File: src/rtl/vend_pkg.sv
// rtl/vend_pkg.sv - state encoding, coin denominations and coin-sum helper for the vending controller
package vend_pkg;

    typedef enum logic [2:0] {
        ST_IDLE   = 3'd0,
        ST_PAY    = 3'd1,
        ST_VEND   = 3'd2,
        ST_CHANGE = 3'd3
    } state_t;

    localparam int N_DENOM = 5;

    localparam logic [2:0] DENOM_1  = 3'd0;
    localparam logic [2:0] DENOM_5  = 3'd1;
    localparam logic [2:0] DENOM_10 = 3'd2;
    localparam logic [2:0] DENOM_20 = 3'd3;
    localparam logic [2:0] DENOM_50 = 3'd4;

    // Yuan value of each denomination index; entry 0 is the 1-yuan coin.
    localparam logic [N_DENOM-1:0][5:0] DENOM_VAL = {6'd50, 6'd20, 6'd10, 6'd5, 6'd1};

    // Total value of every coin bit asserted in one cycle (at most 86).
    function automatic logic [6:0] coin_sum(input logic [N_DENOM-1:0] pulses);
        logic [6:0] s;
        s = '0;
        for (int i = 0; i < N_DENOM; i++) begin
            if (pulses[i]) s = s + 7'(DENOM_VAL[i]);
        end
        return s;
    endfunction

endpackage

File: src/rtl/vend_change_disp.sv
// rtl/vend_change_disp.sv - greedy change dispenser with coin-out handshake
// Ports: sys_clk/sys_rst clock and sync active-high reset; load/load_val preset the change
// amount; active enables dispensing; coin_out_valid/denom/ready coin handshake;
// change_money remaining amount; change_zero flags nothing left to pay out.
module vend_change_disp
    import vend_pkg::*;
#(
    parameter int CREDIT_W = 8
)
(
    input  logic                sys_clk,
    input  logic                sys_rst,
    input  logic                load,
    input  logic [CREDIT_W-1:0] load_val,
    input  logic                active,
    output logic                coin_out_valid,
    output logic [2:0]          coin_out_denom,
    input  logic                coin_out_ready,
    output logic [CREDIT_W-1:0] change_money,
    output logic                change_zero
);

    logic [CREDIT_W-1:0] amt;
    logic [2:0]          denom;

    function automatic logic fits(input logic [CREDIT_W-1:0] a, input logic [2:0] d);
        return int'(a) >= int'(DENOM_VAL[d]);
    endfunction

    // Denomination is a pure function of the remaining amount, which only moves on an
    // accepted coin, so it stays stable while a coin is waiting for ready.
    always_comb begin
        if (fits(amt, DENOM_50))      denom = DENOM_50;
        else if (fits(amt, DENOM_20)) denom = DENOM_20;
        else if (fits(amt, DENOM_10)) denom = DENOM_10;
        else if (fits(amt, DENOM_5))  denom = DENOM_5;
        else                          denom = DENOM_1;
    end

    always_ff @(posedge sys_clk) begin
        if (sys_rst) begin
            amt <= '0;
        end else if (load) begin
            amt <= load_val;
        end else if (coin_out_valid && coin_out_ready) begin
            amt <= amt - CREDIT_W'(DENOM_VAL[denom]);
        end
    end

    assign coin_out_valid = active && (amt != '0);
    assign coin_out_denom = denom;
    assign change_money   = amt;
    assign change_zero    = (amt == '0);

endmodule

File: src/rtl/vend_txn_ctrl.sv
// rtl/vend_txn_ctrl.sv - vending machine transaction controller (select, pay, vend, change)
// Ports: sys_clk/sys_rst clock and sync active-high reset; coin_pulse coin inputs;
// sel_slot/sel_qty/price_flat selection and prices; btn_confirm/btn_cancel/stock_load
// pulses; state_out/need_money/input_money/change_money status; vend_* dispense
// handshake; coin_out_* change handshake; err_stock/coin_reject error pulses.
module vend_txn_ctrl
    import vend_pkg::*;
#(
    parameter int N_SLOTS     = 4,
    parameter int PRICE_W     = 5,
    parameter int QTY_W       = 2,
    parameter int CREDIT_W    = 8,
    parameter int STOCK_W     = 4,
    parameter int STOCK_INIT  = 9,
    parameter int TIMEOUT_CYC = 500000000
)
(
    input  logic                         sys_clk,
    input  logic                         sys_rst,
    input  logic [4:0]                   coin_pulse,
    input  logic [$clog2(N_SLOTS)-1:0]   sel_slot,
    input  logic [QTY_W-1:0]             sel_qty,
    input  logic [N_SLOTS*PRICE_W-1:0]   price_flat,
    input  logic                         btn_confirm,
    input  logic                         btn_cancel,
    input  logic                         stock_load,
    output logic [2:0]                   state_out,
    output logic [PRICE_W+QTY_W-1:0]     need_money,
    output logic [CREDIT_W-1:0]          input_money,
    output logic [CREDIT_W-1:0]          change_money,
    output logic                         vend_valid,
    output logic [$clog2(N_SLOTS)-1:0]   vend_slot,
    output logic [QTY_W-1:0]             vend_qty,
    input  logic                         vend_ready,
    output logic                         coin_out_valid,
    output logic [2:0]                   coin_out_denom,
    input  logic                         coin_out_ready,
    output logic                         err_stock,
    output logic                         coin_reject
);

    localparam int SLOT_W = $clog2(N_SLOTS);
    localparam int NEED_W = PRICE_W + QTY_W;
    localparam int TMO_W  = $clog2(TIMEOUT_CYC + 1);
    // Wide enough for credit plus one cycle of coins, so overflow is visible.
    localparam int SUM_W  = ((CREDIT_W > 7) ? CREDIT_W : 7) + 1;
    localparam logic [SUM_W-1:0] CREDIT_MAX = SUM_W'({CREDIT_W{1'b1}});
    localparam logic [TMO_W-1:0] TMO_LAST   = TMO_W'(TIMEOUT_CYC - 1);

    state_t              state, state_nxt;
    logic [SLOT_W-1:0]   slot_q;
    logic [QTY_W-1:0]    qty_q;
    logic [NEED_W-1:0]   need_q;
    logic [CREDIT_W-1:0] credit;
    logic [STOCK_W-1:0]  stock [N_SLOTS];
    logic [TMO_W-1:0]    tmo_cnt;

    logic [6:0]          coin_val;
    logic                coin_any, coin_ok, tmo_hit, stock_ok;
    logic [SUM_W-1:0]    credit_sum;
    logic [CREDIT_W-1:0] credit_eff;
    logic [PRICE_W-1:0]  sel_price;
    logic [NEED_W-1:0]   sel_need;
    logic                start_txn, stock_short, pay_confirm, pay_cancel;
    logic [CREDIT_W-1:0] chg_load_val;
    logic                change_zero;

    assign coin_val   = coin_sum(coin_pulse);
    assign coin_any   = |coin_pulse;
    assign credit_sum = SUM_W'(credit) + SUM_W'(coin_val);
    assign coin_ok    = coin_any && (state == ST_PAY) && (credit_sum <= CREDIT_MAX);
    // Coins accepted this cycle count before confirm/cancel, so they are refunded on cancel.
    assign credit_eff = coin_ok ? credit_sum[CREDIT_W-1:0] : credit;
    assign tmo_hit    = !coin_ok && (tmo_cnt == TMO_LAST);
    assign sel_price  = price_flat[sel_slot*PRICE_W +: PRICE_W];
    assign sel_need   = NEED_W'(sel_price) * NEED_W'(sel_qty);
    assign stock_ok   = int'(stock[sel_slot]) >= int'(sel_qty);

    always_ff @(posedge sys_clk) begin
        if (sys_rst) state <= ST_IDLE;
        else         state <= state_nxt;
    end

    always_comb begin
        state_nxt    = state;
        start_txn    = 1'b0;
        stock_short  = 1'b0;
        pay_confirm  = 1'b0;
        pay_cancel   = 1'b0;
        case (state)
            ST_IDLE: begin
                if (btn_confirm && (sel_qty != '0)) begin
                    if (stock_ok) begin
                        start_txn = 1'b1;
                        state_nxt = ST_PAY;
                    end else begin
                        stock_short = 1'b1;
                    end
                end
            end
            ST_PAY: begin
                if (btn_cancel || tmo_hit) begin
                    pay_cancel = 1'b1;
                    state_nxt  = ST_CHANGE;
                end else if (btn_confirm && (SUM_W'(credit_eff) >= SUM_W'(need_q))) begin
                    pay_confirm = 1'b1;
                    state_nxt   = ST_VEND;
                end
            end
            ST_VEND: begin
                if (vend_ready) state_nxt = ST_CHANGE;
            end
            ST_CHANGE: begin
                if (change_zero) state_nxt = ST_IDLE;
            end
            default: state_nxt = ST_IDLE;
        endcase
    end

    assign chg_load_val = pay_confirm ? (credit_eff - CREDIT_W'(need_q)) : credit_eff;

    always_ff @(posedge sys_clk) begin
        if (sys_rst) begin
            slot_q      <= '0;
            qty_q       <= '0;
            need_q      <= '0;
            credit      <= '0;
            tmo_cnt     <= '0;
            err_stock   <= 1'b0;
            coin_reject <= 1'b0;
            for (int i = 0; i < N_SLOTS; i++) stock[i] <= STOCK_W'(STOCK_INIT);
        end else begin
            err_stock   <= stock_short;
            coin_reject <= coin_any && !coin_ok;
            if (coin_ok) credit <= credit_sum[CREDIT_W-1:0];

            if (start_txn || coin_ok)                           tmo_cnt <= '0;
            else if ((state == ST_PAY) && (tmo_cnt != TMO_LAST)) tmo_cnt <= tmo_cnt + 1'b1;

            if (start_txn) begin
                slot_q <= sel_slot;
                qty_q  <= sel_qty;
                need_q <= sel_need;
                credit <= '0;
            end
            if (pay_confirm) stock[slot_q] <= stock[slot_q] - STOCK_W'(qty_q);
            if ((state == ST_CHANGE) && change_zero) begin
                credit <= '0;
                need_q <= '0;
            end
            if ((state == ST_IDLE) && stock_load) begin
                for (int i = 0; i < N_SLOTS; i++) stock[i] <= STOCK_W'(STOCK_INIT);
            end
        end
    end

    vend_change_disp #(.CREDIT_W(CREDIT_W)) u_change (
        .sys_clk        (sys_clk),
        .sys_rst        (sys_rst),
        .load           (pay_confirm || pay_cancel),
        .load_val       (chg_load_val),
        .active         (state == ST_CHANGE),
        .coin_out_valid (coin_out_valid),
        .coin_out_denom (coin_out_denom),
        .coin_out_ready (coin_out_ready),
        .change_money   (change_money),
        .change_zero    (change_zero)
    );

    assign state_out   = state;
    assign need_money  = need_q;
    assign input_money = credit;
    assign vend_valid  = (state == ST_VEND);
    assign vend_slot   = slot_q;
    assign vend_qty    = qty_q;

endmodule

File: config.mk
export PLATFORM = sky130hd
export DESIGN_NAME = vend_txn_ctrl
export DESIGN_NICKNAME = d
export VERILOG_FILES = /design/src/rtl/vend_pkg.sv /design/src/rtl/vend_change_disp.sv /design/src/rtl/vend_txn_ctrl.sv
export SDC_FILE = /design/constraint.sdc
export NUM_CORES = 1
export LEC_CHECK = 0
export ABC_AREA = 1
export CORE_MARGIN = 3
export CORE_UTILIZATION = 52
export DETAILED_ROUTE_END_ITERATION = 16
export PLACE_DENSITY_LB_ADDON = 0.25
export SYNTH_ARGS = -nofsm -noshare
export SYNTH_HDL_FRONTEND = slang
export SYNTH_SLANG_ARGS = --single-unit
File: constraint.sdc
create_clock -name sys_clk -period 5 [get_ports sys_clk]
set_input_delay 1 -clock sys_clk [delete_from_list [all_inputs] [get_ports sys_clk]]
set_output_delay 1 -clock sys_clk [all_outputs]
set_load 0.01 [all_outputs]
==> summary by stage <==
Floorplan
The height of the chip is 112.9 um. The area enclosed by the die boundary is 12,760 um2. The number of placement rows is 38. The number of primary I/O pins is 73. The area of the core region is roughly 11,000 um2. The die outline width is roughly 110 um. The initial utilization of the core area, before any placement, comes to a little over half.

GRT
The via count of the first global-routing pass came to 5,620. The initial antenna violation count is 0. In the global route stage, met1 resource usage came out at 31.51%.

The sum of overflow across all layers after global routing is 0. The combined global-route utilization of all metal layers is ~24%. The fraction of met2 tracks used by global routing is between 40% and 50%. The met3 layer usage reported by global route is about 4.2%. The first global-routing pass estimated ~25 mm of wire. In this run the most used layer during global routing was met2. The pin count of the biggest net entering global routing is 30.

Cells and area
In the layout the commonest cells are nand2_1, inv_1, nor2_1. The multi-input combinational cell area is 4070 um2. The antenna cell count is 0.

With fillers left out, the area of the finished cells amounts to around 8000 um2. In the final layout, flip-flops and latches occupy 1722 um2. The proportion of layout cells with a drive suffix above 1 is 18.92%. The final layout contains about 1.1k nets. The most common cell after layout, fill and taps aside is nand2_1. The number of inserted filler cells in the final layout is 874.

The layout overhead on the synthesized area is 35.05%. The share of the core filled with cells in the final layout is 72.81%.

Worst setup path
The endpoint of the worst register-to-register path is stock[0][2]$_SDFFCE_PN0P_. The slowest library cell on the worst path is ha_1. The startpoint class of the critical path is an input pin. The flop-to-flop setup slack is 1160 ps. The start-to-end type of the worst setup path is in -> reg.

In this run the worst setup path begins at coin_pulse[0]. For the worst flop-to-flop path, the logic depth is 26. At the worst endpoint, the required time is between 5000 and 6000 ps.

The most critical setup path has its endpoint at stock[0][2]$_SDFFCE_PN0P_. The maximum cell stage delay along the critical path is 350 ps. The data arrival at the endpoint of the critical path is 5030 ps. The launching point of the worst reg2reg path is input_money[0]$_SDFF_PP0_.

The largest fanout on the critical path is 7. STA classifies the critical path endpoint as a flip-flop.

Routing
The routed layout has 6,021 vias. The routed length per instance is 14.01 um. The via count normalized by instance count is about 5.3. The number of nets with antenna violations after detailed routing is 0.

The post-route DRC violation count is 0. For this block, the initial DRC count from the detailed router was 377. Before antenna repair, the detailed router went through 5 iterations. The routed wire length is between 15 and 20 mm.

Yosys
A synthesized cell averages a little under 7 um2. Counting every instance in the synthesized netlist gives 860. The synthesized design contains 16 enable-type register cells.

The primary flip-flop cell chosen by synthesis mapping is dfxtp_1. Counting every net in the synthesized netlist gives ~940. Counting flops and latches in the post-synthesis netlist gives 78.

Sequential elements use 28.95% of the synthesized area. The async set-reset flop share out of synthesis is 0%. The total standard cell area after synthesis is 5947 um2. During synthesis, Yosys emitted a total of 0 warnings. The netlist uses 49 different library cells.

STA
The worst slew margin relative to its limit is 37.65%. The worst hold slack is 468.7 ps. After routing, the total negative slack on setup checks comes to 0 ps. Timing would allow up to 0.2019 GHz.

The setup violation total in the final timing report is 0. The final period demand of the worst path is 4954 ps. The final count of hold timing violations is 0. The number of max-slew violations in the final report is 0. At the pin with the least slew margin, the transition time is 935.2 ps. The post-route fraction of the period consumed by the critical path is 99.07%.

The setup slack of the critical path after layout is between 40 and 50 ps. On the final layout, the worst clock skew is just over 9 ps. Setup repair after global routing could not meet its margin everywhere.

Run status
The run finished with clean final reports.

Place
The last weighted congestion value of the routability-driven placer is 0.9244. Once placement finished, the instance area stood at 7312 um2. At the placement stage, the worst setup path has a slack of -782.4 ps. In this run the tool buffered the top-level ports with 71 buffer cells. The sum of net half-perimeters after detailed placement is between 10 and 15 mm.

CTS
The number of CTS-inserted buffers is 9. The later pin in the worst-skew pair is clocked with a latency of ~350 ps. The clock tree from TritonCTS is done. The clock net in this run drives a total of between 70 and 80 sinks. CTS built an H-tree with a depth of 3. Clock-pin slew was measured on the worst setup and hold paths at 60 ps. The cell sitting at the root of the clock tree is a clkbuf_16.

Buffers inserted to repair hold after CTS numbered 0. The clock passes through at most 2 buffers.

Pwr
Dividing total power by cell area gives a power density of 526.8 nW/um2. The largest voltage drop on the vdd net is 0.7724 mV. Summed over all cells, the static leakage comes to 3.407 nW.

Min path
The type of the most critical hold path is reg -> reg.

Job
The number of maximum-capacitance constraint violations is 0.
-- worst max-delay path: cells and delay by family --
| family | cells | cell delay, ps |
|---|---|---|
| xor+xnor | 2 | 260 |
| buf+inv | 10 | 850 |
| fa+ha+maj | 4 | 950 |
| simple gates | 13 | 1480 |
| compound gates | 4 | 520 |
-- layer usage --
metal  routed length (um)  vias up
met5                    0        -
met4                  300        0
met3                  749       26
met2                 7731      165
met1                 7181     2761
li1                     -     3069
-- layout make-up --
class,count,share of cell area (%)
Sequential cell,78,21.44
Clock inverter,6,0.3583
Clock buffer,10,2.851
Multi-Input combinational cell,636,50.68
Inverter,127,6.122
Tap cell,140,2.181
Timing Repair Buffer,142,16.37
-- registers in the layout, indices dropped and copies added, names as in the netlist, named ones only --
signal / flops
coin_reject: 1
err_stock: 1
input_money: 8
need_money: 7
state_out: 2
stock: 16
tmo_cnt: 29
u_change.change_money: 8
vend_qty: 2
vend_slot: 2
-- what timing repair did --
action                                 4_1_cts  5_1_grt
endpoints found under the hold margin        0        0
resized for setup                           22       71
pin swaps                                   11       28
setup buffers                                4        7
setup endpoints to repair                   42       42
-- logic make-up after synthesis --
| logic type | share of synthesized area, % |
|---|---|
| AO/OA/AOI/OAI | 13.68 |
| XOR/XNOR | 5.891 |
| adder cells (fa/ha/maj) | 10.52 |
| buffers and inverters | 9.825 |
| flip-flops | 28.95 |
| multiplexers | 0.1683 |
| other | 0.06306 |
| AND/OR/NAND/NOR | 30.91 |
-- worst min path at each step --
| stage | cells past startpoint | slack (ps) | to | from |
|---|---|---|---|---|
| floorplan | 2 | 440 | tmo_cnt[28]$_SDFFE_PP0P_ | tmo_cnt[28]$_SDFFE_PP0P_ |
| global placement | 2 | 460 | tmo_cnt[28]$_SDFFE_PP0P_ | tmo_cnt[28]$_SDFFE_PP0P_ |
| detailed placement | 2 | 460 | tmo_cnt[28]$_SDFFE_PP0P_ | tmo_cnt[28]$_SDFFE_PP0P_ |
| CTS | 2 | 470 | tmo_cnt[28]$_SDFFE_PP0P_ | tmo_cnt[28]$_SDFFE_PP0P_ |
| global route | 2 | 490 | tmo_cnt[28]$_SDFFE_PP0P_ | tmo_cnt[28]$_SDFFE_PP0P_ |
| finish | 2 | 470 | tmo_cnt[28]$_SDFFE_PP0P_ | tmo_cnt[28]$_SDFFE_PP0P_ |
-- metrics by stage --
step	power, mW	cells
after floorplan	2.468	860
after global placement	3.302	1114
after detailed placement	3.321	1114
after CTS	4.002	1134
after global routing	4.593	1139
final	4.231	1139
-- power breakdown --
part	switching [mW]	internal (mW)	total, mW
Sequential	0.115	0.739	0.854
Clock	0.254	0.329	0.583
Combinational	1.51	1.28	2.79
Total	1.88	2.35	4.23
-- cells in the mapped netlist (16+ instances only) --
master    number  share of area (%)
o21ai_1       18                1.5
nor3_1        22                1.9
ha_1          42                8.8
inv_1        115                7.3
nand3_1       36                3.0
xor2_1        28                4.1
nand2_1      197                 12
o21ai_0       36                3.0
dfxtp_1       62                 21
edfxtp_1      16                8.1
nor2_1        92                5.8
a21oi_1       66                5.6
(Power assumes the default switching activity.)
